### config.mk
export PLATFORM = sky130hd
export DESIGN_NAME = clk_div_detect
export DESIGN_NICKNAME = d
export VERILOG_FILES = /design/src/rtl/clk_div_detect.sv
export SDC_FILE = /design/constraint.sdc
export NUM_CORES = 1
export LEC_CHECK = 0
export BUFFER_PORTS_ARGS = -buffer_cell sky130_fd_sc_hd__buf_2
export CORE_ASPECT_RATIO = 1.1
export CORE_MARGIN = 4
export CORE_UTILIZATION = 37
export CTS_CLUSTER_SIZE = 14
export DETAILED_ROUTE_END_ITERATION = 6
export PLACE_DENSITY = 0.52
export SLEW_MARGIN = 20
export SYNTH_ARGS = -nofsm -noshare
export SYNTH_HDL_FRONTEND = slang
export SYNTH_SLANG_ARGS = --single-unit
### constraint.sdc
create_clock -name clk -period 2.75 [get_ports clk]
set_input_delay 0.1375 -clock clk [delete_from_list [all_inputs] [get_ports clk]]
set_output_delay 0.1375 -clock clk [all_outputs]
set_load 0.1 [all_outputs]
### src/rtl/clk_div_detect.sv
// Measures a divided clock (div_in, sampled as data): rise pulses, period, high time, lock and stall.
// Optional CLK_DIV_DETECT_SYNC_EN adds a two-flop synchronizer in front of the edge detector.
module clk_div_detect #(
  parameter int CNT_W    = 8,
  parameter int LOCK_CNT = 4
) (
  input  logic             clk,
  input  logic             rst,
  input  logic             div_in,
  output logic             edge_rise,
  output logic [CNT_W-1:0] period,
  output logic [CNT_W-1:0] high_time,
  output logic             locked,
  output logic             stall,
  output logic [1:0]       state_dbg
);

  localparam int MW = $clog2(LOCK_CNT + 1);
  localparam logic [CNT_W-1:0] MAX = '1;

  typedef enum logic [1:0] {
    IDLE   = 2'd0,
    FIRST  = 2'd1,
    TRACK  = 2'd2,
    LOCKED = 2'd3
  } state_t;

  logic s_in;     // value loaded into s on this edge
  logic s_in_ok;  // s_in is a real sample of div_in, not a reset leftover

`ifdef CLK_DIV_DETECT_SYNC_EN
  logic sync1_q, sync1_d;
  logic fill_q, fill_d;

  always_comb begin
    sync1_d = div_in;
    fill_d  = 1'b1;
  end

  always_ff @(posedge clk) begin
    if (!rst) begin
      sync1_q <= 1'b0;
      fill_q  <= 1'b0;
    end else begin
      sync1_q <= sync1_d;
      fill_q  <= fill_d;
    end
  end

  assign s_in    = sync1_q;
  assign s_in_ok = fill_q;
`else
  assign s_in    = div_in;
  assign s_in_ok = 1'b1;
`endif

  logic             s_q, s_d;
  logic             s_dly_q, s_dly_d;
  logic             armed_q, armed_d;
  logic [CNT_W-1:0] cnt_q, cnt_d;
  logic [CNT_W-1:0] hcnt_q, hcnt_d;
  logic [CNT_W-1:0] period_q, period_d;
  logic [CNT_W-1:0] high_time_q, high_time_d;
  logic [MW-1:0]    match_q, match_d;
  logic             stall_q, stall_d;
  state_t           state_q, state_d;

  logic             rise, fall, timeout, same;
  logic [CNT_W-1:0] new_per;
  logic [MW-1:0]    match_inc;

  always_comb begin
    // armed blocks a false rise when div_in is already high as reset releases
    rise      = s_q & ~s_dly_q & armed_q;
    fall      = ~s_q & s_dly_q;
    timeout   = (cnt_q == MAX) && (state_q != IDLE);
    new_per   = cnt_q + 1'b1;
    same      = (new_per == period_q);
    match_inc = match_q + 1'b1;

    s_d         = s_in;
    s_dly_d     = s_q;
    armed_d     = armed_q | (s_in_ok & ~s_in);
    cnt_d       = cnt_q;
    hcnt_d      = hcnt_q;
    period_d    = period_q;
    high_time_d = high_time_q;
    match_d     = match_q;
    stall_d     = stall_q;
    state_d     = state_q;

    if (rise)              cnt_d = '0;
    else if (cnt_q != MAX) cnt_d = cnt_q + 1'b1;

    if (rise)                          hcnt_d = {{(CNT_W-1){1'b0}}, 1'b1};
    else if (s_q && (hcnt_q != MAX))   hcnt_d = hcnt_q + 1'b1;

    if (fall) high_time_d = hcnt_q;

    if (timeout) begin
      // a coincident rise restarts measurement as a first rise
      stall_d     = 1'b1;
      period_d    = '0;
      high_time_d = '0;
      match_d     = '0;
      state_d     = rise ? FIRST : IDLE;
    end else if (rise) begin
      stall_d = 1'b0;
      case (state_q)
        IDLE: state_d = FIRST;
        FIRST: begin
          state_d  = TRACK;
          period_d = new_per;
          match_d  = '0;
        end
        TRACK: begin
          period_d = new_per;
          if (!same) begin
            match_d = '0;
          end else if (match_inc == MW'(LOCK_CNT)) begin
            match_d = match_inc;
            state_d = LOCKED;
          end else begin
            match_d = match_inc;
          end
        end
        LOCKED: begin
          period_d = new_per;
          if (!same) begin
            match_d = '0;
            state_d = TRACK;
          end
        end
        default: state_d = IDLE;
      endcase
    end
  end

  always_ff @(posedge clk) begin
    if (!rst) begin
      s_q         <= 1'b0;
      s_dly_q     <= 1'b0;
      armed_q     <= 1'b0;
      cnt_q       <= '0;
      hcnt_q      <= '0;
      period_q    <= '0;
      high_time_q <= '0;
      match_q     <= '0;
      stall_q     <= 1'b0;
      state_q     <= IDLE;
    end else begin
      s_q         <= s_d;
      s_dly_q     <= s_dly_d;
      armed_q     <= armed_d;
      cnt_q       <= cnt_d;
      hcnt_q      <= hcnt_d;
      period_q    <= period_d;
      high_time_q <= high_time_d;
      match_q     <= match_d;
      stall_q     <= stall_d;
      state_q     <= state_d;
    end
  end

  assign edge_rise = rise;
  assign period    = period_q;
  assign high_time = high_time_q;
  assign locked    = (state_q == LOCKED);
  assign stall     = stall_q;
  assign state_dbg = state_q;

endmodule

After elaboration in Yosys (flattened, before gate mapping)
Cells that the tools add are included.
{"block": "totals", "word_cells": 61, "out_inout_bits": 21, "in_bits": 3, "register_bits": 41}
{"block": "op_classes", "bitwise": 8, "mux": 14, "eq_ne": 12, "n_addsub": 3, "reduce_logical": 13}
{"op": "8-bit by 1-bit adder with 8-bit output, second input constant", "count": 2}
{"op": "8-bit != test, second input constant", "count": 2}
{"op": "2-bit 2-to-1 mux", "count": 5}
{"op": "3-bit != test, second input constant", "count": 3}
{"op": "3-bit one-hot mux with 3 select lines", "count": 1}
{"op": "8-bit == test", "count": 1}
{"op": "8-bit == test, second input constant", "count": 1}
{"op": "2-bit one-hot mux with 4 select lines", "count": 1}
{"op": "3-bit 2-to-1 mux", "count": 2}
{"op": "2-bit nonzero test", "count": 3}
{"op": "1-bit 2-to-1 mux", "count": 5}
{"op": "2-bit == test, second input constant", "count": 2}
{"op": "1-bit NOT", "count": 4}
{"op": "4-bit AND reduction", "count": 1}
{"op": "2-bit OR reduction", "count": 2}
{"op": "3-bit by 1-bit adder with 3-bit output, second input constant", "count": 1}
{"op": "1-bit bitwise AND", "count": 3}
{"op": "3-bit == test, second input constant", "count": 1}
{"op": "3-bit AND reduction", "count": 1}
{"op": "3-bit nonzero test", "count": 1}
{"op": "3-bit OR reduction", "count": 1}
{"op": "2-bit by 1-bit == test with 1-bit output, second input constant", "count": 1}
{"op": "1-bit logical AND", "count": 2}
{"op": "2-bit zero test", "count": 1}
{"op": "3 further kinds", "count": 3}

Depth between registers and ports, before layout
{"block": "depth", "ltp_word": 7, "ltp_mapped": 8, "mapped_depth_nobuf": 7}

Worst setup path before layout
Ideal clock, no wire load.
{"block": "synth_path", "kind": "reg-to-reg", "start": "register state_q[0] (netlist: state_dbg[0])", "end": "register match_q[0]", "n_path_buf": 0, "required_time_ps": 2692, "setup_time_ps": 58, "path_stages_with_launch": 5, "arrival_ps": 2452, "slack_ps": 240, "path_cell_list": "dfxtp_1 -> and2_1 -> nand3_1 -> o21ai_2 -> mux2_2"}
{"block": "synth_via", "elab_chain_cells": 3, "word_cells_on_any_way": 10}
{"item": "start: declaration", "line_no": "66", "source": "state_t state_q, state_d;"}
{"item": "start signal: assignment", "line_no": "161", "source": "state_q <= state_d;"}
{"item": "2-bit == test *"}
{"item": "named net locked", "line_no": "13", "source": "output logic locked,"}
{"item": "2-bit != test (no source line) / 3-bit nonzero test (equally long branches)"}
{"item": "3-bit AND reduction (no source line)"}
{"item": "end signal: assignment", "line_no": "159", "source": "match_q <= match_d;"}
{"item": "end: declaration", "line_no": "64", "source": "logic [MW-1:0] match_q, match_d;"}
The timed path passes the listed nets; every way through them passes the cells marked *.
A chain may end at the register's enable or synchronous reset.

Worst setup path in the final report
{"block": "layout_path", "start": "register cnt_q[0]", "end": "register period_q[3] (netlist: period[3])"}
{"block": "layout_via", "elab_chain_cells": 3, "word_cells_on_any_way": 4}
{"item": "start: declaration", "line_no": "60", "source": "logic [CNT_W-1:0] cnt_q, cnt_d;"}
{"item": "start signal: assignment", "line_no": "155", "source": "cnt_q <= cnt_d;"}
{"item": "parallel branches: the longest is 3 deep, another holds 8-bit by 1-bit adder with 8-bit output"}
{"item": "end signal: assignment", "line_no": "157", "source": "period_q <= period_d;"}
{"item": "end: declaration", "line_no": "62", "source": "logic [CNT_W-1:0] period_q, period_d;"}
Several ways; the timed one is not identified.

==> metrics <==
CTS tree=done; Worst Path Max Fanout=13; cell taking the most area after synthesis=dfxtp_1; Tmin final=between 1.5 and 2 ns; die area=6284 µm²; Worst setup SP type=flip-flop; global route total overflow=0; final setup TNS=0 ns; Vias=1475; Die Span Y=82.75 µm; hold path depth=2; CP arrival=roughly 2.2 ns; count leader, synth=dfxtp_1; final hold viol count=0; CTS Buf Count=5; syn nets=222; slowest CP cell=dfxtp_1; largest net degree at the start of global routing=16; Reg area=approximately 820 µm²; area of the multi-input gates=between 900 and 1000 µm²; Vias/cell=around 5.0; fmax=just over 0.5 GHz; Fill cells=between 400 and 500; Initial Util=39.30%; reg-to-reg critical path startpoint=cnt_q[0]; H-tree depth=2; Synth Instances=roughly 220; Max-Cap Viols=0; Final ANT Viol Nets=0; Post-CTS Hold Fix Bufs=0; total routed wirelength=about 3.7 mm; top_reg_cell synth=dfxtp_1; Pwr Density=~560 nW/µm²; period utilization=between 70% and 80%; Post-synth ARST share=0%; Post-DP HPWL=2.673 mm; final worst setup slack=about 0.76 ns; worst slack, placed=0.7240 ns; hold crit path type=in -> reg; RSZ-0062 raised after global routing=false; Tightest Pin Transition=about 0.6 ns; Worst setup EP type=flip-flop; Placer Congestion=0.7261; # Post-CTS Setup Buffers=0; std cell rows=26; CP Cell Sequence=ha_1 > nand3_1 > or2_2 > o21ai_2 > buf_4 > a211oi_1; die width=about 76 µm; post-synth top area share=between 40% and 50%; port bufs=23; GRT Total Usage=~13%; vias in the first global route=~1.4k; CTS resizes=0; layout cell share with drive strength beyond 1=17.65%; LEAKAGE=about 0.00085 µW; final-report setup violation count=0; EDFF count, synth=0; Worst Clk Skew=around 0.011 ns; worst rel slew slack=about three fifths; Wirelength per Cell=between 10 and 15 µm; core area=roughly 4800 µm²; Peak VDD IR=0.2576 mV; DRC viols=0; Layout Nets=about 240; CTS Buffer Depth=2; Crit Reg-Reg Endpoint=period[3]; CP Class=reg -> reg; CTS root buf=clkbuf_8; FF+latch count, synth=41; largest stage delay on the critical path=between 0.4 and 0.5 ns; CP delay by family, top=simple AND/OR/NAND/NOR gates; CP required=2.91 ns; clk sinks=41; count of cell types in the netlist=42; global-route wire length before repair=about 6.3 mm; post-synthesis sequential area ratio=a little over two fifths; clk_lat worst skew=about 0.30 ns; CP bufs+invs=1; DR iter-0 viols=68; drt first pass iters=4; ranking of synthesized cells by area=dfxtp_1 (44%), xnor2_1 (6.1%), nand2_1 (5.8%), nor2_1 (5.0%), a21oi_1 (4.8%); HP Start=div_in; IO Pins=24; mean area per synthesized cell=just under 9 µm²; placed insts=around 290; Ys Warns=0; post-synthesis cell area=between 1500 and 2000 µm²; antenna violations before repair=0; n_diodes=0; status=finished, final reports clean; Core Util, Final=44.82%; hold path endpoint=armed_q; synth cell count leaders=dfxtp_1 (41), nand2_1 (29), nor2_1 (25); R2R cell count=6; Slew Viols, Final=0; Non-Filler Instances=294; area grow syn2layout=14.05%; Clock transition at path regs=around 0.08 ns; R2R setup slack=0.76 ns
==> how the worst max path moves through the flow <==
stage / from / end / slack (ns) / cells past startpoint
after floorplan: state_dbg[0] / match_q[0] / 0.24 / 4
after global placement: cnt_q[0] / period[3] / 0.76 / 6
after detailed placement: cnt_q[0] / period[3] / 0.72 / 6
after CTS: cnt_q[0] / period[3] / 0.72 / 6
after global routing: cnt_q[0] / period[3] / 0.58 / 6
final: cnt_q[0] / period[3] / 0.76 / 6
==> state kept, by name, indices dropped and copies added, names as in the netlist <==
signal / flops
armed_q: 1
cnt_q: 8
hcnt_q: 8
high_time: 8
match_q: 3
period: 8
s_dly_d: 1
s_dly_q: 1
stall: 1
state_dbg: 2
==> per-layer routing <==
metal / wire [µm] / GRT usage (%) / share of wire (%) / up-vias
met2: 1507 / 18.66 / 41 / 23
met3: 171 / 4.121 / 4.7 / 5
li1: - / - / - / 776
met1: 1946 / 17.15 / 53 / 671
met5: 0 / 0 / 0 / -
met4: 51 / 5.338 / 1.4 / 0
==> layout make-up <==
cell class	instances	share of cell area, %
timing repair buffer	24	5.721
clock inverter	1	1.401
tap	56	3.269
sequential	41	38.30
multi-input combinational	160	46.41
clock buffer	7	4.028
inverter	5	0.8757
==> cells in the final DEF (no fill, tap or decap), types with 2 or more instances in the layout <==
cell type	instances
a211oi_1	7
a21boi_0	2
a21oi_1	18
and2_1	4
and3_1	2
and3_2	2
and4_1	2
buf_2	23
clkbuf_8	6
dfxtp_1	41
ha_1	4
inv_1	5
mux2i_1	2
nand2_1	29
nand2b_1	3
nand3_1	8
nand4_1	5
nor2_1	25
nor3_1	3
o21ai_0	4
o21ai_2	2
or3_1	2
xnor2_1	13
xor2_1	7
==> cells by family (layout without fill, tap and decap cells) <==
group | count (synthesis) | in the layout | share of synthesized area [%]
simple gates | 92 | 92 | 23.64
flops | 41 | 41 | 43.68
compound gates | 39 | 39 | 13.05
xor+xnor | 22 | 22 | 11.92
buf+inv | 14 | 37 | 3.395
fa+ha+maj | 4 | 4 | 2.663
mux | 3 | 3 | 1.664
==> where the power goes <==
group / internal (µW) / switching (µW)
Clock: 296 / 205
Sequential: 604 / 11.9
Combinational: 23.7 / 54.9
==> stage by stage <==
step           power [µW]  hold WS (ns)  area (µm²)
3_3_place_gp        708.4        0.3400        2027
2_1_floorplan       692.0        0.2462        1879
4_1_cts              1218       0.02116        2143
6_report             1195       0.03282        2143
5_1_grt              1249       0.03819        2143
3_5_place_dp        709.1        0.3424        2027
No activity file was read; power rests on OpenSTA's default activity.
